`config.mk`:
```
export PLATFORM = sky130hd
export DESIGN_NAME = nibble_add_seq
export DESIGN_NICKNAME = d
export VERILOG_FILES = /design/src/rtl/add_seq_pkg.sv /design/src/rtl/nibble_add_4.sv /design/src/rtl/nibble_add_seq.sv
export SDC_FILE = /design/constraint.sdc
export NUM_CORES = 1
export LEC_CHECK = 0
export CAP_MARGIN = 20
export CORE_MARGIN = 4
export CORE_UTILIZATION = 44
export CTS_BUF_LIST = sky130_fd_sc_hd__clkbuf_4 sky130_fd_sc_hd__clkbuf_8
export DETAILED_ROUTE_END_ITERATION = 8
export GPL_TIMING_DRIVEN = 0
export MAX_ROUTING_LAYER = met4
export PLACE_DENSITY = 0.68
export RECOVER_POWER = 100
export REMOVE_ABC_BUFFERS = 1
export SYNTH_ARGS = -nofsm -noshare
export SYNTH_HDL_FRONTEND = slang
export SYNTH_HIERARCHICAL = 1
export SYNTH_SLANG_ARGS = --single-unit
```
`constraint.sdc`:
```
create_clock -name clk_i -period 5.9 [get_ports clk_i]
set_clock_uncertainty 0.05 [all_clocks]
set_input_delay 0.59 -clock clk_i [delete_from_list [all_inputs] [get_ports clk_i]]
set_output_delay 0.59 -clock clk_i [all_outputs]
set_load 0.01 [all_outputs]
```
`src/rtl/add_seq_pkg.sv`:
```
// Shared types and helpers for the nibble-serial add/subtract sequencer.
// Latency: none (declarations only).
// Backpressure: n/a.
//
// Contents:
//   NIBBLE_W   - width of the shared adder slice
//   state_t    - sequencer states IDLE / RUN / DONE
//   signed_ovf - two's-complement overflow from operand and result MSBs
package add_seq_pkg;

   localparam int NIBBLE_W = 4;

   typedef enum logic [1:0] {
      IDLE = 2'd0,
      RUN  = 2'd1,
      DONE = 2'd2
   } state_t;

   // Overflow occurs only when both addends share a sign and the result
   // sign differs from it. For subtract, b_msb is the MSB of the
   // inverted operand, so the same rule covers both operations.
   function automatic logic signed_ovf(input logic a_msb,
                                       input logic b_msb,
                                       input logic s_msb);
      return (a_msb == b_msb) && (s_msb != a_msb);
   endfunction

endpackage

```
`src/rtl/nibble_add_4.sv`:
```
// Combinational 4-bit adder slice with carry in/out.
// Latency: combinational, zero cycles.
// Backpressure: none; pure function of its inputs.
//
// Ports:
//   a, b  - nibble operands
//   cin   - carry in
//   s     - nibble sum
//   cout  - carry out of bit 3
module nibble_add_4
   import add_seq_pkg::*;
(
   input  logic [NIBBLE_W-1:0] a,
   input  logic [NIBBLE_W-1:0] b,
   input  logic                cin,
   output logic [NIBBLE_W-1:0] s,
   output logic                cout
);

   // One extra bit on each term keeps the carry out of the top bit.
   assign {cout, s} = {1'b0, a} + {1'b0, b} + {{NIBBLE_W{1'b0}}, cin};

endmodule

```
`src/rtl/nibble_add_seq.sv`:
```
// Multi-cycle WIDTH-bit add/subtract built on one shared 4-bit slice, LSB nibble first.
// Latency: done_0 pulses WIDTH/4 cycles after the accepting edge; one op per WIDTH/4+2 cycles.
// Backpressure: start_i is only sampled in IDLE; requests while busy_0 is high are dropped.
//
// Ports:
//   clk_i, rst_n_i  - clock (rising edge), asynchronous active-low reset
//   start_i         - request; accepted on an edge while idle
//   a_i, b_i        - operands, sampled on the accepting edge
//   c_i             - carry-in for add; ignored for subtract
//   sub_i           - 1 = a_i - b_i, 0 = a_i + b_i + c_i
//   busy_0          - high while an operation is in flight (RUN or DONE)
//   done_0          - one-cycle pulse; sum_0/carry_0/overflow_0 valid
//   sum_0           - result, modulo 2^WIDTH
//   carry_0         - final carry-out; for subtract, 1 means no borrow
//   overflow_0      - signed two's-complement overflow
//
// WIDTH must be a multiple of 4 and at least 4.
module nibble_add_seq
   import add_seq_pkg::*;
#(
   parameter int WIDTH = 16
) (
   input  logic             clk_i,
   input  logic             rst_n_i,
   input  logic             start_i,
   input  logic [WIDTH-1:0] a_i,
   input  logic [WIDTH-1:0] b_i,
   input  logic             c_i,
   input  logic             sub_i,
   output logic             busy_0,
   output logic             done_0,
   output logic [WIDTH-1:0] sum_0,
   output logic             carry_0,
   output logic             overflow_0
);

   localparam int NIBBLES = WIDTH / NIBBLE_W;
   localparam int IDX_W   = (NIBBLES > 1) ? $clog2(NIBBLES) : 1;
   localparam logic [IDX_W-1:0] LAST_IDX = IDX_W'(NIBBLES - 1);

   state_t             state_q;
   logic [IDX_W-1:0]   idx_q;
   logic               carry_q;
   logic [WIDTH-1:0]   a_q;
   // B is stored already inverted for subtract, so the slice only ever adds.
   logic [WIDTH-1:0]   b_q;
   logic [WIDTH-1:0]   acc_q;

   logic [WIDTH-1:0]   sum_q;
   logic               carry_out_q;
   logic               ovf_q;

   // Nibble select: shift the current nibble down to bit 0.
   logic [IDX_W+1:0]    shamt;
   logic [WIDTH-1:0]    a_shift;
   logic [WIDTH-1:0]    b_shift;
   logic [NIBBLE_W-1:0] a_nib;
   logic [NIBBLE_W-1:0] b_nib;
   logic [NIBBLE_W-1:0] s_nib;
   logic                cout;
   logic [WIDTH-1:0]    acc_nxt;

   assign shamt   = {idx_q, 2'b00};
   assign a_shift = a_q >> shamt;
   assign b_shift = b_q >> shamt;
   assign a_nib   = a_shift[NIBBLE_W-1:0];
   assign b_nib   = b_shift[NIBBLE_W-1:0];

   nibble_add_4 u_slice (
      .a    (a_nib),
      .b    (b_nib),
      .cin  (carry_q),
      .s    (s_nib),
      .cout (cout)
   );

   // Accumulator with the current nibble replaced by the slice output.
   // On the last nibble this is the complete result, which is why it
   // (not acc_q) feeds the result registers.
   always_comb begin
      acc_nxt = acc_q;
      for (int i = 0; i < NIBBLES; i++) begin
         if (idx_q == IDX_W'(i)) begin
            acc_nxt[i*NIBBLE_W +: NIBBLE_W] = s_nib;
         end
      end
   end

   always_ff @(posedge clk_i or negedge rst_n_i) begin
      if (!rst_n_i) begin
         state_q     <= IDLE;
         idx_q       <= '0;
         carry_q     <= 1'b0;
         a_q         <= '0;
         b_q         <= '0;
         acc_q       <= '0;
         sum_q       <= '0;
         carry_out_q <= 1'b0;
         ovf_q       <= 1'b0;
      end else begin
         case (state_q)
            IDLE: begin
               if (start_i) begin
                  a_q     <= a_i;
                  b_q     <= sub_i ? ~b_i : b_i;
                  // Subtract is A + ~B + 1; the +1 rides in as carry-in.
                  carry_q <= sub_i ? 1'b1 : c_i;
                  idx_q   <= '0;
                  state_q <= RUN;
               end
            end

            RUN: begin
               acc_q   <= acc_nxt;
               carry_q <= cout;
               if (idx_q == LAST_IDX) begin
                  idx_q       <= '0;
                  state_q     <= DONE;
                  sum_q       <= acc_nxt;
                  carry_out_q <= cout;
                  ovf_q       <= signed_ovf(a_q[WIDTH-1], b_q[WIDTH-1],
                                            acc_nxt[WIDTH-1]);
               end else begin
                  idx_q <= idx_q + 1'b1;
               end
            end

            DONE: begin
               state_q <= IDLE;
            end

            default: begin
               state_q <= IDLE;
            end
         endcase
      end
   end

   assign busy_0     = (state_q != IDLE);
   assign done_0     = (state_q == DONE);
   assign sum_0      = sum_q;
   assign carry_0    = carry_out_q;
   assign overflow_0 = ovf_q;

endmodule
```
# Word-level counts from Yosys, hierarchy flattened
# Cells that the tools add are included.
totals:
  wordCells: 47
  ff_bits: 71
  output_inout_bits: 20
classes:
  bitwise_logic: 1
  muxes: 14
  eq_ne: 9
  reduce_logical: 9
  shifts: 2
  n_addsub: 3
op_table:
  columns: ["cell", "n"]
  rows:
  - ["16-bit by 4-bit >> shifter with 4-bit output", 2]
  - ["16-bit 2-to-1 mux", 1]
  - ["4-bit 2-to-1 mux", 4]
  - ["16-bit inverter", 1]
  - ["2-bit 2-to-1 mux", 4]
  - ["2-bit one-hot mux with 2 select lines", 2]
  - ["2-bit AND reduction", 4]
  - ["2-bit equality test (second input constant)", 3]
  - ["4-bit by 4-bit adder with 5-bit output", 1]
  - ["5-bit by 1-bit adder with 5-bit output", 1]
  - ["2-bit by 1-bit equality test with 1-bit output (second input constant)", 2]
  - ["2-bit logical NOT", 2]
  - ["2-bit inequality test (second input constant)", 2]
  - ["2-bit nonzero test", 2]
  - ["2-bit by 1-bit adder with 2-bit output (second input constant)", 1]
  - ["1-bit 2-to-1 mux", 2]
  - ["1-bit one-hot mux with 2 select lines", 1]
  - ["1-bit equality test", 1]
  - ["1-bit logical AND", 1]
  - ["1-bit inequality test", 1]

# Logic depth before layout (Yosys ltp)
# Gate-level depths: netlist of run 1.
depth:
  depth_word: 6
  depth_mapped: 10
  mapped_depth_nobuf: 9

# Cells and area by module
# The synthesis of run 1 kept the hierarchy.
modules_own_cells:
  columns: ["mod", "instances", "cells_per_inst", "area_each_um2"]
  rows:
  - ["nibble_add_seq", 1, 273, 3141.8]
  - ["nibble_add_4", 1, 16, 143.9]

# Worst setup path before layout of run 1
# No wires, ideal clock.
synth_path:
  path_type: "register to register"
  startpoint: "register idx_q[0]"
  endpoint: "register ovf_q (netlist: overflow_0)"
  period_less_slack_ps: 2826
  t_arrival_ps: 2648
  path_buffers: 2
  path_stages_with_launch: 11
  t_required_ps: 5722
  slack_ps: 3074
  setup_ps: 128
  path_cell_list: "dfrtp_1 -> buf_2 -> mux4_2 -> fa_1 -> a21o_1 -> a21oi_2 -> xnor2_1 -> buf_1 -> and3b_1 -> a21oi_1 -> o21ai_0"
synth_via:
  elab_chain_len: 6
  elab_cells_between_ends: 9
  classes_between: "add/sub (2); eq/ne (2); shift (2); mux (1); reduce/logical (2)"
synth_lines:
  columns: ["item", "line", "rtl"]
  rows:
  - ["start, declared", "nibble_add_seq.sv:42", "logic [IDX_W-1:0] idx_q;"]
  - ["start signal, assigned", "nibble_add_seq.sv:124", "idx_q <= idx_q + 1'b1;"]
  - ["16-bit by 4-bit >> shifter with 4-bit output", "nibble_add_seq.sv:64", "assign a_shift = a_q >> shamt;"]
  - ["named net a_shift[0]", "nibble_add_seq.sv:55", "logic [WIDTH-1:0] a_shift;"]
  - ["4-bit by 4-bit adder with 5-bit output", "nibble_add_4.sv:21", "assign {cout, s} = {1'b0, a} + {1'b0, b} + {{NIBBLE_W{1'b0}}, cin};"]
  - ["5-bit by 1-bit adder with 5-bit output", "nibble_add_4.sv:21", null]
  - ["named net s_nib[3]", "nibble_add_seq.sv:59", "logic [NIBBLE_W-1:0] s_nib;"]
  - ["4-bit 2-to-1 mux", "nibble_add_seq.sv:83", "if (idx_q == IDX_W'(i)) begin"]
  - ["1-bit inequality test", "add_seq_pkg.sv:25", "return (a_msb == b_msb) && (s_msb != a_msb);"]
  - ["1-bit logical AND", "add_seq_pkg.sv:25", null]
  - ["end signal, assigned", "nibble_add_seq.sv:121", "ovf_q <= signed_ovf(a_q[WIDTH-1], b_q[WIDTH-1],"]
  - ["end, declared", "nibble_add_seq.sv:51", "logic ovf_q;"]
# The timed path passes the listed nets, and every way through them passes these cells.
# A chain may end at the register's enable or synchronous reset.

==> results of run 1 <==
## report_power, final
part	switching [mW]	leakage [nW]	internal [mW]
Combinational	0.610	0.884	0.552
Sequential	0.142	0.827	0.683
Clock	0.172	0.113	0.237
## cell usage after synthesis
master and number:
nand2_1 79, dfrtp_1 67, xnor2_1 18, o21ai_0 16, o21ai_2 16, mux2_2 15
mux2i_1 12, mux4_2 8, ha_1 7, inv_1 7, buf_2 6, buf_6 6
clkbuf_1 5, nand2_2 3, fa_1 2, mux2_1 2, nand2b_1 2, nand3_1 2
nor2b_1 2, o31ai_1 2, a21o_1 1, a21oi_1 1, a21oi_2 1, and2b_2 1
and3b_1 1, buf_1 1, nand3_2 1, nand3b_4 1, nor2_1 1, nor3b_2 1
or2_2 1, or3b_1 1
## layout by cell type, fill, tap and decap left out, types with 3 or more instances in the layout
cell and instances:
mux2i_1 12, ha_1 7, mux2_2 15, inv_1 7, nand2_2 3, dlygate4sd3_1 21
o21ai_0 32, nand2_1 79, clkinv_2 3, dfrtp_1 67, mux4_2 8, xnor2_1 18
nand3_1 3, clkdlybuf4s50_1 34, clkbuf_8 9
## worst max path at each step
stage / end / from / slack [ns] / cells past startpoint
after floorplan: overflow_0 / idx_q[0] / 3.10 / 8
after global placement: b_q[5] / rst_n_i / 2.02 / 1
after detailed placement: overflow_0 / idx_q[0] / 2.66 / 8
after CTS: overflow_0 / idx_q[0] / 2.67 / 8
after global routing: b_q[11] / rst_n_i / 1.63 / 1
final: a_q[7] / rst_n_i / 2.48 / 1
## metal layers
layer,vias up,wire length (µm)
li1,1062,-
met2,50,2830
met3,9,309
met1,983,2620
met5,-,0
met4,0,88
## registers in the layout (all words and copies together) (netlist names)
name,count
a_q,16
acc_q,12
b_q,16
carry_0,1
carry_q,1
idx_q,2
overflow_0,1
state_q,2
sum_0,16
## cells by family (layout without fill, tap and decap cells)
kind of cell | after synthesis | after routing
DFF | 67 | 67
muxes | 37 | 37
AOI/OAI and AO/OA | 37 | 37
xor gates and xnor gates | 18 | 18
adders and majority gates | 9 | 9
and+or+nand+nor | 96 | 96
buffers and inverters | 25 | 81
## cell type report
class	instances	area [µm²]
Tap cell	99	124
Timing Repair Buffer	58	569
Fill cell	680	3260
Clock buffer	9	124
Sequential cell	67	1680
Inverter	7	26.3
Multi-Input combinational cell	197	1380
Clock inverter	7	92.6
==> results.toml, run 1 <==
[layout]
finalNonFillerCells = 444
final_util_pct = 55.1
antenna_cells = 0
area_growth_pct = 21.6
fin_area_um2 = 3990
layout-drive-gt1-share_pct = 13.6
final_nets = 386

[critical_path]
crit_type = "in2async"
crit_buf_inv = 1
end_kind = "async pin"
r2r-start = "idx_q[0]"
crit_chain = "clkbuf_1"
setup.worst_path.start_class = "primary input"
reg2reg_depth = 8
critPathTopFamily = "buffers and inverters"
crit_slowest_cell = "clkbuf_1"
arrival_ns = 3.03
slowest_delay_ns = 2.42
rr_endpoint = "overflow_0"
r2r_slack_ns = 2.68
cp.required_ns = 5.51
cp_max_fo = 67

[clocking]
clk_pin_slew_ns = 0.07
post-cts-setup-buffers = 0
cts_resized = 0
cts.sink_count = 67
htree_levels = 3
cts_buffers = 9
clockBufferDepth = 2
cts_hold_buffers = 0
cts-root-buf = "clkbuf_8"
clkLatencyLatePin_ns = 0.34
cts_tree = "yes"

[global_route]
use_met3_pct = 4.06
grt_pass1_vias = 2154
grt_util_all_layers_pct = 15.4
grt_pass1_wl_um = 10200
grt.met2_usage_pct = 23.8
grt_max_degree = 68
grt.met1_usage_pct = 19.4
antenna_found_initial = 0
top_usage_layer = "met2"
overflow = 0

[sta]
layout_min_cycle_time_ns = 3.42
layout_setup_ws_ns = 2.48
hold_viol_final = 0
slew_viol_final = 68
holdWs_ns = 0.422
setup_violations = 0
fin_crit_sh_pct = 58.0
slew-limit-headroom_pct = -132
rsz0062_at_grt = "no"
finalSetupTns_ns = 0
max_freq_mhz = 292
tightest_slew_ns = 3.48

[floorplan]
io_pins = 57
die_h_um = 94.4
rows = 31
die_area_um2 = 8910
floorplan.initialDensity_pct = 45.3
chipWidth_um = 94.4
fp.coreArea_um2 = 7250

[synthesis]
synth-compound-area-share_pct = 7.81
syn_avg_cell_area_um2 = 11.4
synthTopCellsByArea = "dfrtp_1, nand2_1, mux4_2"
synth_top_area_cell = "dfrtp_1"
synth_area_um2 = 3290
synthSimpleGateAreaFrac_pct = 13.1
yosysWarnings = 6
synthXorXnorAreaFrac_pct = 4.80
synth.top_cell.area_share_pct = 51.0
synth_top_family_by_area = "multiplexers"
syn_inst = 289
ys_ff_latch = 67
ys_seq_area_share_pct = 51.0
synthAdderAreaFrac_pct = 3.88
post_synth_mux_area_share_pct = 15.0
synth_cell_types = 32

[place]
place_hpwl_um = 4200
placed_area_um2 = 3870
dpl_worst_slack_ns = 2.66
place_congestion = 0.720
portBuffers = 56
dp.cells = 427

[routing]
vias = 2104
initialDrtViolationCount = 39
drt-wirelength-per-cell_um = 13.2
routed_wl_um = 5850
postRouteAntennaNets = 0
route.detailed.drc = 0
firstDrtPassIters = 4
routed_via_density = 4.74

[power_and_ir_drop]
vdd_drop_max_uv = 291
power_mw = 2.40
power_leakage_nw = 1.82
cellPowerDensity_nw_per_um2 = 600

[min_path]
min_from = "sum_0[11]"
min_to = "sum_0[11]"
hold_class = "reg2reg"
holdPathStages = 2

[outcome]
violations = "capacitance limit, slew limit"
status = "finished, violations left"

[run]
drv_cap = 1
No activity file was read; power rests on OpenSTA's default activity.
==> inputs of run 2 (changes only) <==
==> constraint.sdc (replaced) <==
create_clock -name clk_i -period 3.33 [get_ports clk_i]
set_clock_uncertainty 0.05 [all_clocks]
set_input_delay 0.333 -clock clk_i [delete_from_list [all_inputs] [get_ports clk_i]]
set_output_delay 0.333 -clock clk_i [all_outputs]
set_load 0.01 [all_outputs]
==> run 2 against run 1 <==
Critical endpoint is now overflow_0. Critical path type is now reg2reg. Sequential power rose by 77%. Total power rose by 78%. Via count fell by 0.14%. Worst setup slack got worse by 2.1 ns. The flow still finishes with violations (capacitance limit, slew limit). Global-route usage did not move. Worst hold slack got worse by 0.072 ns. Cell count did not move. Critical path depth rose by 7. Flip-flop and latch count did not move. Die area did not move. Final area rose by 0.16%.
==> results.toml, run 2 (synthesis results as in run 1) <==
[outcome]
status = "finished, violations left"
violations = "capacitance limit, slew limit"

[layout]
final_cell_mix = "nand2_1, dfrtp_1, clkdlybuf4s50_1"
antenna_cells = 0
final_nets = 386
seq_area_um2 = 1680
mostFrequentLayoutCell = "nand2_1"
layout-drive-gt1-share_pct = 14.5
multi_input_area_um2 = 1390
fill_cells = 677
area_growth_pct = 21.7

[global_route]
grt_util_all_layers_pct = 15.4
grt_max_degree = 68
overflow = 0
grt_pass1_wl_um = 10200
grt_pass1_vias = 2154
antenna_found_initial = 0

[sta]
fin_crit_sh_pct = 89.2
layout_min_cycle_time_ns = 2.97
holdWs_ns = 0.350
setup_violations = 0
slew_viol_final = 68
max_freq_mhz = 337
hold_viol_final = 0
rsz0062_at_grt = "no"
slew-limit-headroom_pct = -8.32
finalSetupTns_ns = 0
tightest_slew_ns = 1.62

[clocking]
clockBufferDepth = 2
cts_tree = "yes"
cts-root-buf = "clkbuf_8"
clk_pin_slew_ns = 0.08
htree_levels = 3
cts_buffers = 9
post-cts-setup-buffers = 0
cts.sink_count = 67
clkLatencyLatePin_ns = 0.35

[place]
place_congestion = 0.720
place_hpwl_um = 4200
portBuffers = 56

[critical_path]
critPathTopFamily = "flip-flops"
end_kind = "flop"
slowest_delay_ns = 0.60
arrival_ns = 3.11
cp.required_ns = 3.47
crit_buf_inv = 0
crit_slowest_cell = "dfrtp_2"
cp_max_fo = 13
crit_chain = "mux4_2 -> fa_1 -> a21o_1 -> a21oi_2 -> xnor2_1 -> and3b_1 -> a21oi_1 -> o21ai_0"
crit_type = "reg2reg"
setup.worst_path.start_class = "flop"

[power_and_ir_drop]
cellPowerDensity_nw_per_um2 = 1070
power_leakage_nw = 1.83
p_switching_mw = 1.65
seqPwrFrac_pct = 34.3
internal_power_mw = 2.62
pwr-share-comb_pct = 48.6
swShare_pct = 38.7
clkPwrFrac_pct = 17.1
vdd_drop_max_uv = 523

[floorplan]
die_area_um2 = 8910
rows = 31
die_h_um = 94.4
floorplan.initialDensity_pct = 45.3
chipWidth_um = 94.4
io_pins = 57
fp.coreArea_um2 = 7250

[run]
drv_cap = 1

[routing]
firstDrtPassIters = 4
initialDrtViolationCount = 39
vias = 2101
route.detailed.drc = 0
routed_wl_um = 5850
drt-wirelength-per-cell_um = 13.2
routed_via_density = 4.73
postRouteAntennaNets = 0

[min_path]
hold_class = "in2async"
==> run 2: timing repair <==
action	4_1_cts	5_1_grt
hold buffers	0	0
setup endpoints to repair	0	2
resized for setup	0	1
endpoints found under the hold margin	0	0
==> run 2: power groups by stage <==
stage | Combinational (mW) | Clock [mW] | Sequential [mW]
finish | 2.07 | 0.727 | 1.46
CTS | 2.25 | 0.742 | 1.48
detailed placement | 2.24 | 0 | 1.50
global placement | 2.16 | 0 | 1.48
floorplan | 1.51 | 0 | 1.47
global route | 2.35 | 0.786 | 1.52
==> run 2: path summary, 6_finish.rpt <==
kind | from | to | slack [ns] | depth (start not counted)
setup reg to reg | idx_q[0] | overflow_0 | 0.36 | 8
setup / recovery | idx_q[0] | overflow_0 | 0.36 | 8
hold reg to reg | sum_0[11] | sum_0[11] | 0.42 | 2
max in group asynchronous | rst_n_i | idx_q[0] | 1.82 | 1
hold / removal | rst_n_i | sum_0[8] | 0.35 | 1
min in group clk_i | sum_0[11] | sum_0[11] | 0.42 | 2
==> run 2: metal layers <==
metal  GRT usage [%]  routed length, µm
met2            23.8               2830
met5               -                  0
met3            4.06                294
met4            6.14                106
met1            19.4               2630
==> run 2: area by class of cell <==
type | instances | share of cell area [%]
flip-flops and latches | 67 | 41.9
multi-input cells | 197 | 34.6
repair buffers | 58 | 14.3
clock buffers | 9 | 3.10
well taps | 99 | 3.10
clock inverters | 7 | 2.31
inverters | 7 | 0.657
==> run 2: metrics by stage <==
stage	util, %	total power [mW]	setup slack [ns]	cell area [µm²]	instances
detailed placement	53.3	3.74	0.0918	3870	427
floorplan	-	2.98	0.530	3170	271
global route	55.1	4.66	0.0491	4000	444
CTS	56.3	4.47	0.0954	4080	443
global placement	53.1	3.64	-0.290	3850	426
finish	55.1	4.26	0.361	4000	444
